<file path="config.mk">
export PLATFORM = sky130hd
export DESIGN_NAME = hazard_ctrl
export DESIGN_NICKNAME = d
export VERILOG_FILES = /design/src/rtl/hazard_pkg.sv /design/src/rtl/forward_unit.sv /design/src/rtl/hazard_ctrl.sv
export SDC_FILE = /design/constraint.sdc
export NUM_CORES = 1
export LEC_CHECK = 0
export BUFFER_PORTS_ARGS = -buffer_cell sky130_fd_sc_hd__buf_2
export CAP_MARGIN = 10
export CORE_MARGIN = 2
export CORE_UTILIZATION = 45
export CTS_BUF_LIST = sky130_fd_sc_hd__clkbuf_2
export CTS_CLUSTER_SIZE = 12
export DETAILED_ROUTE_END_ITERATION = 12
export GPL_ROUTABILITY_DRIVEN = 0
export PLACE_DENSITY = 0.76
export SLEW_MARGIN = 20
export SYNTH_ARGS = -nofsm -noshare
export SYNTH_HDL_FRONTEND = slang
export SYNTH_SLANG_ARGS = --single-unit
</file>
<file path="constraint.sdc">
create_clock -name clk -period 3.1 [get_ports clk]
set_input_delay 0.155 -clock clk [delete_from_list [all_inputs] [get_ports clk]]
set_output_delay 0.155 -clock clk [all_outputs]
set_load 0.1 [all_outputs]
</file>
<file path="src/rtl/hazard_pkg.sv">
// hazard_pkg: state encoding, forwarding selects, stall lengths and counter width for hazard_ctrl
package hazard_pkg;
  typedef enum logic [1:0] {RUN = 2'b00, STALL = 2'b01, FLUSH = 2'b10} state_t;
  localparam logic [1:0] FWD_NONE = 2'b00;
  localparam logic [1:0] FWD_MEMWB = 2'b01;
  localparam logic [1:0] FWD_EXMEM = 2'b10;
  localparam logic [1:0] STALL_LOAD_USE = 2'd1;
  localparam logic [1:0] STALL_IDEX = 2'd2;
  localparam logic [1:0] STALL_EXMEM = 2'd1;
  localparam int CNT_W = 16;
  function automatic logic reg_match(input logic [4:0] rs, input logic [4:0] rd, input logic we);
    return we && rd != 5'd0 && rs == rd;
  endfunction
endpackage

</file>
<file path="src/rtl/forward_unit.sv">
// forward_unit: ALU operand select, EX/MEM over MEM/WB; only built with HAZARD_FWD_EN
`ifdef HAZARD_FWD_EN
module forward_unit
  import hazard_pkg::*;
(
  input  logic [4:0] id_ex_rs1,
  input  logic [4:0] id_ex_rs2,
  input  logic [4:0] ex_mem_rd,
  input  logic [4:0] mem_wb_rd,
  input  logic       ex_mem_regwrite,
  input  logic       mem_wb_regwrite,
  output logic [1:0] forward_a,
  output logic [1:0] forward_b
);
  assign forward_a = reg_match(id_ex_rs1, ex_mem_rd, ex_mem_regwrite) ? FWD_EXMEM :
                     reg_match(id_ex_rs1, mem_wb_rd, mem_wb_regwrite) ? FWD_MEMWB : FWD_NONE;
  assign forward_b = reg_match(id_ex_rs2, ex_mem_rd, ex_mem_regwrite) ? FWD_EXMEM :
                     reg_match(id_ex_rs2, mem_wb_rd, mem_wb_regwrite) ? FWD_MEMWB : FWD_NONE;
endmodule
`endif

</file>
<file path="src/rtl/hazard_ctrl.sv">
// hazard_ctrl: pipeline stall/flush FSM with saturating perf counters
// HAZARD_FWD_EN adds forwarding and limits stalls to load-use
module hazard_ctrl
  import hazard_pkg::*;
(
  input  logic             clk,
  input  logic             reset_n,
  input  logic [4:0]       if_id_rs1,
  input  logic [4:0]       if_id_rs2,
  input  logic             if_id_valid,
  input  logic [4:0]       id_ex_rs1,
  input  logic [4:0]       id_ex_rs2,
  input  logic [4:0]       id_ex_rd,
  input  logic             id_ex_memread,
  input  logic             id_ex_regwrite,
  input  logic [4:0]       ex_mem_rd,
  input  logic [4:0]       mem_wb_rd,
  input  logic             ex_mem_regwrite,
  input  logic             mem_wb_regwrite,
  input  logic             branch_taken,
  output logic             pc_write,
  output logic             if_id_write,
  output logic             if_id_flush,
  output logic             id_ex_flush,
  output logic             ex_mem_flush,
`ifdef HAZARD_FWD_EN
  output logic [1:0]       forward_a,
  output logic [1:0]       forward_b,
`endif
  output logic [1:0]       state,
  output logic [CNT_W-1:0] stall_cycles,
  output logic [CNT_W-1:0] flush_events
);
  state_t state_q, state_d;
  logic [1:0] cnt_q, cnt_d, len;
  logic [CNT_W-1:0] stall_cycles_q, stall_cycles_d, flush_events_q, flush_events_d;
  logic idex_hit, stall_now;
  assign idex_hit = reg_match(if_id_rs1, id_ex_rd, id_ex_regwrite) ||
                    reg_match(if_id_rs2, id_ex_rd, id_ex_regwrite);
`ifdef HAZARD_FWD_EN
  logic [1:0] fwd_a, fwd_b;
  assign len = (id_ex_memread && idex_hit) ? STALL_LOAD_USE : 2'd0;
  forward_unit u_fwd (
    .id_ex_rs1      (id_ex_rs1),
    .id_ex_rs2      (id_ex_rs2),
    .ex_mem_rd      (ex_mem_rd),
    .mem_wb_rd      (mem_wb_rd),
    .ex_mem_regwrite(ex_mem_regwrite),
    .mem_wb_regwrite(mem_wb_regwrite),
    .forward_a      (fwd_a),
    .forward_b      (fwd_b)
  );
  assign forward_a = reset_n ? fwd_a : FWD_NONE;
  assign forward_b = reset_n ? fwd_b : FWD_NONE;
`else
  logic exmem_hit, unused_fwd;
  assign exmem_hit = reg_match(if_id_rs1, ex_mem_rd, ex_mem_regwrite) ||
                     reg_match(if_id_rs2, ex_mem_rd, ex_mem_regwrite);
  assign len = idex_hit ? STALL_IDEX : exmem_hit ? STALL_EXMEM : 2'd0;
  // MEM/WB results reach ID through the write-first register file, so no stall or forward
  assign unused_fwd = ^{id_ex_rs1, id_ex_rs2, id_ex_memread, mem_wb_rd, mem_wb_regwrite};
`endif
  always_comb begin
    stall_now = !branch_taken && (state_q == STALL || (state_q == RUN && if_id_valid && len != 2'd0));
    cnt_d = branch_taken ? 2'd0 : state_q == STALL ? cnt_q - 2'd1 : stall_now ? len - 2'd1 : 2'd0;
    state_d = branch_taken ? FLUSH : (stall_now && cnt_d != 2'd0) ? STALL : RUN;
    stall_cycles_d = (stall_now && stall_cycles_q != '1) ? stall_cycles_q + CNT_W'(1) : stall_cycles_q;
    flush_events_d = (branch_taken && flush_events_q != '1) ? flush_events_q + CNT_W'(1) : flush_events_q;
  end
  always_ff @(posedge clk) begin
    if (!reset_n) begin
      state_q <= RUN;
      cnt_q <= 2'd0;
      stall_cycles_q <= '0;
      flush_events_q <= '0;
    end else begin
      state_q <= state_d;
      cnt_q <= cnt_d;
      stall_cycles_q <= stall_cycles_d;
      flush_events_q <= flush_events_d;
    end
  end
  // the bubble goes in during the detecting cycle, so outputs decode state and inputs directly
  assign pc_write = reset_n && !stall_now;
  assign if_id_write = reset_n && !stall_now && !branch_taken;
  assign if_id_flush = !reset_n || branch_taken || state_q == FLUSH;
  assign id_ex_flush = !reset_n || branch_taken || stall_now;
  assign ex_mem_flush = !reset_n || branch_taken;
  assign state = state_q;
  assign stall_cycles = stall_cycles_q;
  assign flush_events = flush_events_q;
endmodule

</file>
# After elaboration in Yosys (flattened, before gate mapping)
# Index checks and enable logic that the tools add are counted.
# Widths: inputs -> output; s select.
# totals
word_cells	54
reg_bits	36
out_inout_bits	39
in_bits	43
# op_classes
reduce_logical	29
bitwise	1
add_sub_neg	4
n_eq_ne	8
n_mux	7
# op_table
cell	count
$add 16x1->16 const B	2
$ne 16x16->1 const B	2
$eq 5x5->1	4
$logic_and 1x1->1	14
$mux 2	5
$reduce_bool 5->1	2
$logic_or 1x1->1	6
$reduce_bool 2->1	2
$sub 2x1->2 const B	2
$logic_not 1->1	3
$eq 2x1->1 const B	1
$eq 2x2->1 const B	1
$logic_not 2->1	1
$mux 1	2
$reduce_or 2->1	1
$not 1->1	1

# Depth between registers and ports, before layout
# depth
depth_word	17
ltp_mapped	9
depth_no_buf	7

# Worst setup path after synthesis
# OpenSTA, ideal clock, no wires.
# synth_path
path_type	register to output
from	register state_q[1], in the netlist state[1]
to	output if_id_flush
path_stages_with_launch	3
required_time_ps	2945
t_arrival_ps	3216
n_path_buf	0
slack_ps	-271
cell_sequence	dfxtp_1 inv_1 o21ai_0
# synth_via
elab_chain_len	2
# synth_lines
item	line_no	source
start: declaration	hazard_ctrl.sv:34	state_t state_q, state_d;
start signal: assignment	hazard_ctrl.sv:77	state_q <= state_d;
$eq 2x2->1	hazard_ctrl.sv:86	assign if_id_flush = !reset_n || branch_taken || state_q == FLUSH;
$logic_or 1x1->1	hazard_ctrl.sv:86	
end: declaration	hazard_ctrl.sv:23	output logic if_id_flush,
# No other way between the ends.

# Worst setup path in the final report
# layout_path
from	register stall_cycles_q[0], in the netlist stall_cycles[0]
to	register stall_cycles_q[1], in the netlist stall_cycles[1]
# layout_via
elab_chain_len	2
word_cells_on_any_way	3
classes_between	add/sub: 1; eq/ne: 1; reduce/logical: 1
# layout_lines
item	line_no	source
start: declaration	hazard_ctrl.sv:36	logic [CNT_W-1:0] stall_cycles_q, stall_cycles_d, flush_events_q, flush_events_d;
start signal: assignment	hazard_ctrl.sv:79	stall_cycles_q <= stall_cycles_d;
parallel branches: the longest is 2 deep, another holds $add 16x1->16	n/a	
# Parallel ways; which one is timed is not known.
# A chain may end at the register's enable or synchronous reset.

==> flow_summary.ini <==
[clocking]
tritoncts = built
cts_resized = 0
cts_buffer_depth = 2
cts_htree_levels = 2
clk_pin_slew_ns = 0.18
clkLatencyLatePin_ns = 0.37
cts_num_sinks = 36
cts_hold_buf = 0
cts_root_buffer = clkbuf_2
post_cts.repair.setup_buffers = 0
cts_buffers = 5

[placement]
dp.cells = 340
io_buffers = 64
dp_hpwl_mm = 3.08
placed_cell_area_um2 = 2270

[floorplan]
die_h_um = 69.2
die_x_um = 69.2
io_pins = 82
core_um2 = 4060
die_area_um2 = 4790
start_util_pct = 47.2
rows = 23

[logic_synthesis]
ys_ff_latch = 36
postSynthCellCount = 232
synth.avg_cell_area_um2 = 8.25
synthesis.area_um2 = 1910
ys_types = 36
synth_nets = 277
synth_warnings = 0
seq_area_frac_synth_pct = 37.6

[timing]
hold_violations = 0
slew_headroom_pct = 47.2
tightestPinTransition_ns = 0.792
skew_ns = 0.0190
max_freq_ghz = 0.430
drv_slew = 0
final.period_utilization_pct = 75.1
rsz0062_at_grt = false
setup_violations = 0
setup_tns_ns = 0
period_needed_ns = 2.33

[final_layout]
seqCellArea_um2 = 721
layout_commonest_cell = buf_2
multi_input_area_um2 = 1110
n_fill_cell = 403
drive_gt1_share_pct = 25.6
fin_nets = 342
antennaDiodeCount = 0
final_cell_area_um2 = 2300
area_growth_pct = 20.3
final_cell_mix = buf_2, dfxtp_1, xnor2_1, nor2_1, nand2_1
finalNonFillerCells = 347

[min_path]
min_path_type = input port to flop
hold_depth = 3
hp-start = reset_n
min_to = stall_cycles[15]

[critical_path]
crit_slowest_cell = a21o_1
cp-end-kind = flop
critical-path-max-stage-delay_ns = 0.64
critPathKind = flop to flop
crit_path_cell_trace = ha_1 > and3_1 > nand3_1 > nor4_1 > a21o_1 > mux2i_1 > nor2_1
r2r_cells = 7
cp_max_fo = 30
crit_family = simple AND/OR/NAND/NOR gates
cp.buffers_inverters = 0
cp-start-kind = flop
r2r-start = stall_cycles[0]
r2r-end = stall_cycles[1]
worstPathArrival_ns = 2.59
required_ns = 3.37
rrSetupSlack_ns = 0.77

[global_routing]
grt_usage_pct = 17.8
grt_overflow = 0
top_usage_layer = met2
grt_pass1_vias = 1640
antenna_found_initial = 0
met3_usage_pct = 5.38
gr-usage-met2_pct = 27.6
met1_usage_pct = 23.5
grt_max_degree = 33
grt_first_pass_wirelength_mm = 7.17

[detailed_routing]
drtIter0Drc = 58
vias = 1835
detail_route.drc_violations = 0
routed_via_density = 5.29
dr.pass1.iters = 4
antenna_left = 0
routedWlPerCell_um = 11.9
wl_mm = 4.12

[power]
p_per_area_nw_per_um2 = 355
peakVddDrop_uv = 323
leakage_uw = 0.000943

[run_status]
outcome = completed

[run]
maxCapViolCount = 0
==> cells by family (layout without fill, tap and decap cells) <==
group                      after synthesis  after routing  share of synthesized area [%]
muxes                                    4              4                           2.16
buffers and inverters                   17             82                           4.25
adders and majority gates                2              2                           1.31
xor gates and xnor gates                36             36                           16.5
AOI/OAI and AO/OA                       36             36                           11.2
and+or+nand+nor                        101            101                           27.0
DFF                                     36             36                           37.6
==> registers in the layout, summed over array words and instances (netlist names) <==
register / cells
state: 2
cnt_q: 2
stall_cycles: 16
flush_events: 16
==> area by class of cell <==
class	instances	share of cell area, %
clock inverter	1	0.217
timing repair buffer	65	14.2
clock buffer	6	1.30
tap	50	2.72
inverter	10	1.79
sequential	36	31.3
multi-input combinational	179	48.4
==> cell usage after synthesis <==
| master | number | area share [%] |
|---|---|---|
| dfxtp_1 | 36 | 38 |
| nor2_1 | 25 | 4.9 |
| xnor2_1 | 25 | 11 |
| nand2_1 | 19 | 3.7 |
| a21oi_1 | 13 | 3.4 |
| nand3_1 | 12 | 3.1 |
| xor2_1 | 11 | 5.0 |
| inv_1 | 10 | 2.0 |
| o21ai_1 | 9 | 2.4 |
| or3_1 | 9 | 2.9 |
| nand4_1 | 7 | 2.3 |
| and3_1 | 6 | 2.0 |
| or4_1 | 5 | 2.0 |
| nor3_1 | 4 | 1.0 |
| o31ai_1 | 4 | 1.6 |
| and2_1 | 3 | 0.98 |
| and4_1 | 3 | 1.4 |
| clkbuf_1 | 3 | 0.59 |
| mux2i_1 | 3 | 1.6 |
| nor4_1 | 3 | 0.98 |
| buf_2 | 2 | 0.52 |
| buf_6 | 2 | 1.2 |
| ha_1 | 2 | 1.3 |
| nand2b_1 | 2 | 0.65 |
| o21ai_0 | 2 | 0.52 |
| o22ai_1 | 2 | 0.65 |
| a21o_1 | 1 | 0.39 |
| a311oi_1 | 1 | 0.46 |
| a41oi_1 | 1 | 0.46 |
| mux2_2 | 1 | 0.59 |
| nor2b_1 | 1 | 0.33 |
| nor3b_1 | 1 | 0.39 |
| o2111ai_1 | 1 | 0.46 |
| o311ai_1 | 1 | 0.46 |
| o41ai_1 | 1 | 0.46 |
| or2_2 | 1 | 0.33 |
==> stage by stage <==
step	worst slack, ns	hold slack (ns)	util [%]	power [µW]
3_5_place_dp	0.810	0.436	55.9	627
6_report	0.772	0.0586	56.7	817
4_1_cts	0.783	0.0279	56.7	829
2_1_floorplan	0.394	0.277	-	586
5_1_grt	0.509	0.0137	56.7	867
3_3_place_gp	0.820	0.434	55.9	626
==> metal layers <==
layer	routed length, µm	part of all wire [%]
met5	0	0
met4	39	0.95
met3	286	6.9
met2	1860	45
met1	1930	47
==> power breakdown <==
group | switching [µW] | internal (µW)
clock | 146 | 53.9
sequential | 3.98 | 467
combinational | 101 | 44.9
total | 251 | 566
==> worst max path at each step <==
stage,from,to,slack [ns],cells past startpoint
after floorplan,state[0],if_id_write,0.39,6
after global placement,stall_cycles[0],stall_cycles[1],0.82,7
after detailed placement,stall_cycles[0],stall_cycles[1],0.81,7
after CTS,stall_cycles[0],stall_cycles[1],0.78,7
after global routing,stall_cycles[0],stall_cycles[7],0.51,7
final,stall_cycles[0],stall_cycles[1],0.77,7
==> worst register-to-register path: stages (launching register included) <==
cell	delay, ns
dfxtp_1	0.42
ha_1	0.21
and3_1	0.17
nand3_1	0.24
nor4_1	0.25
a21o_1	0.64
mux2i_1	0.26
nor2_1	0.05
Power figures use the tool's default switching activity.
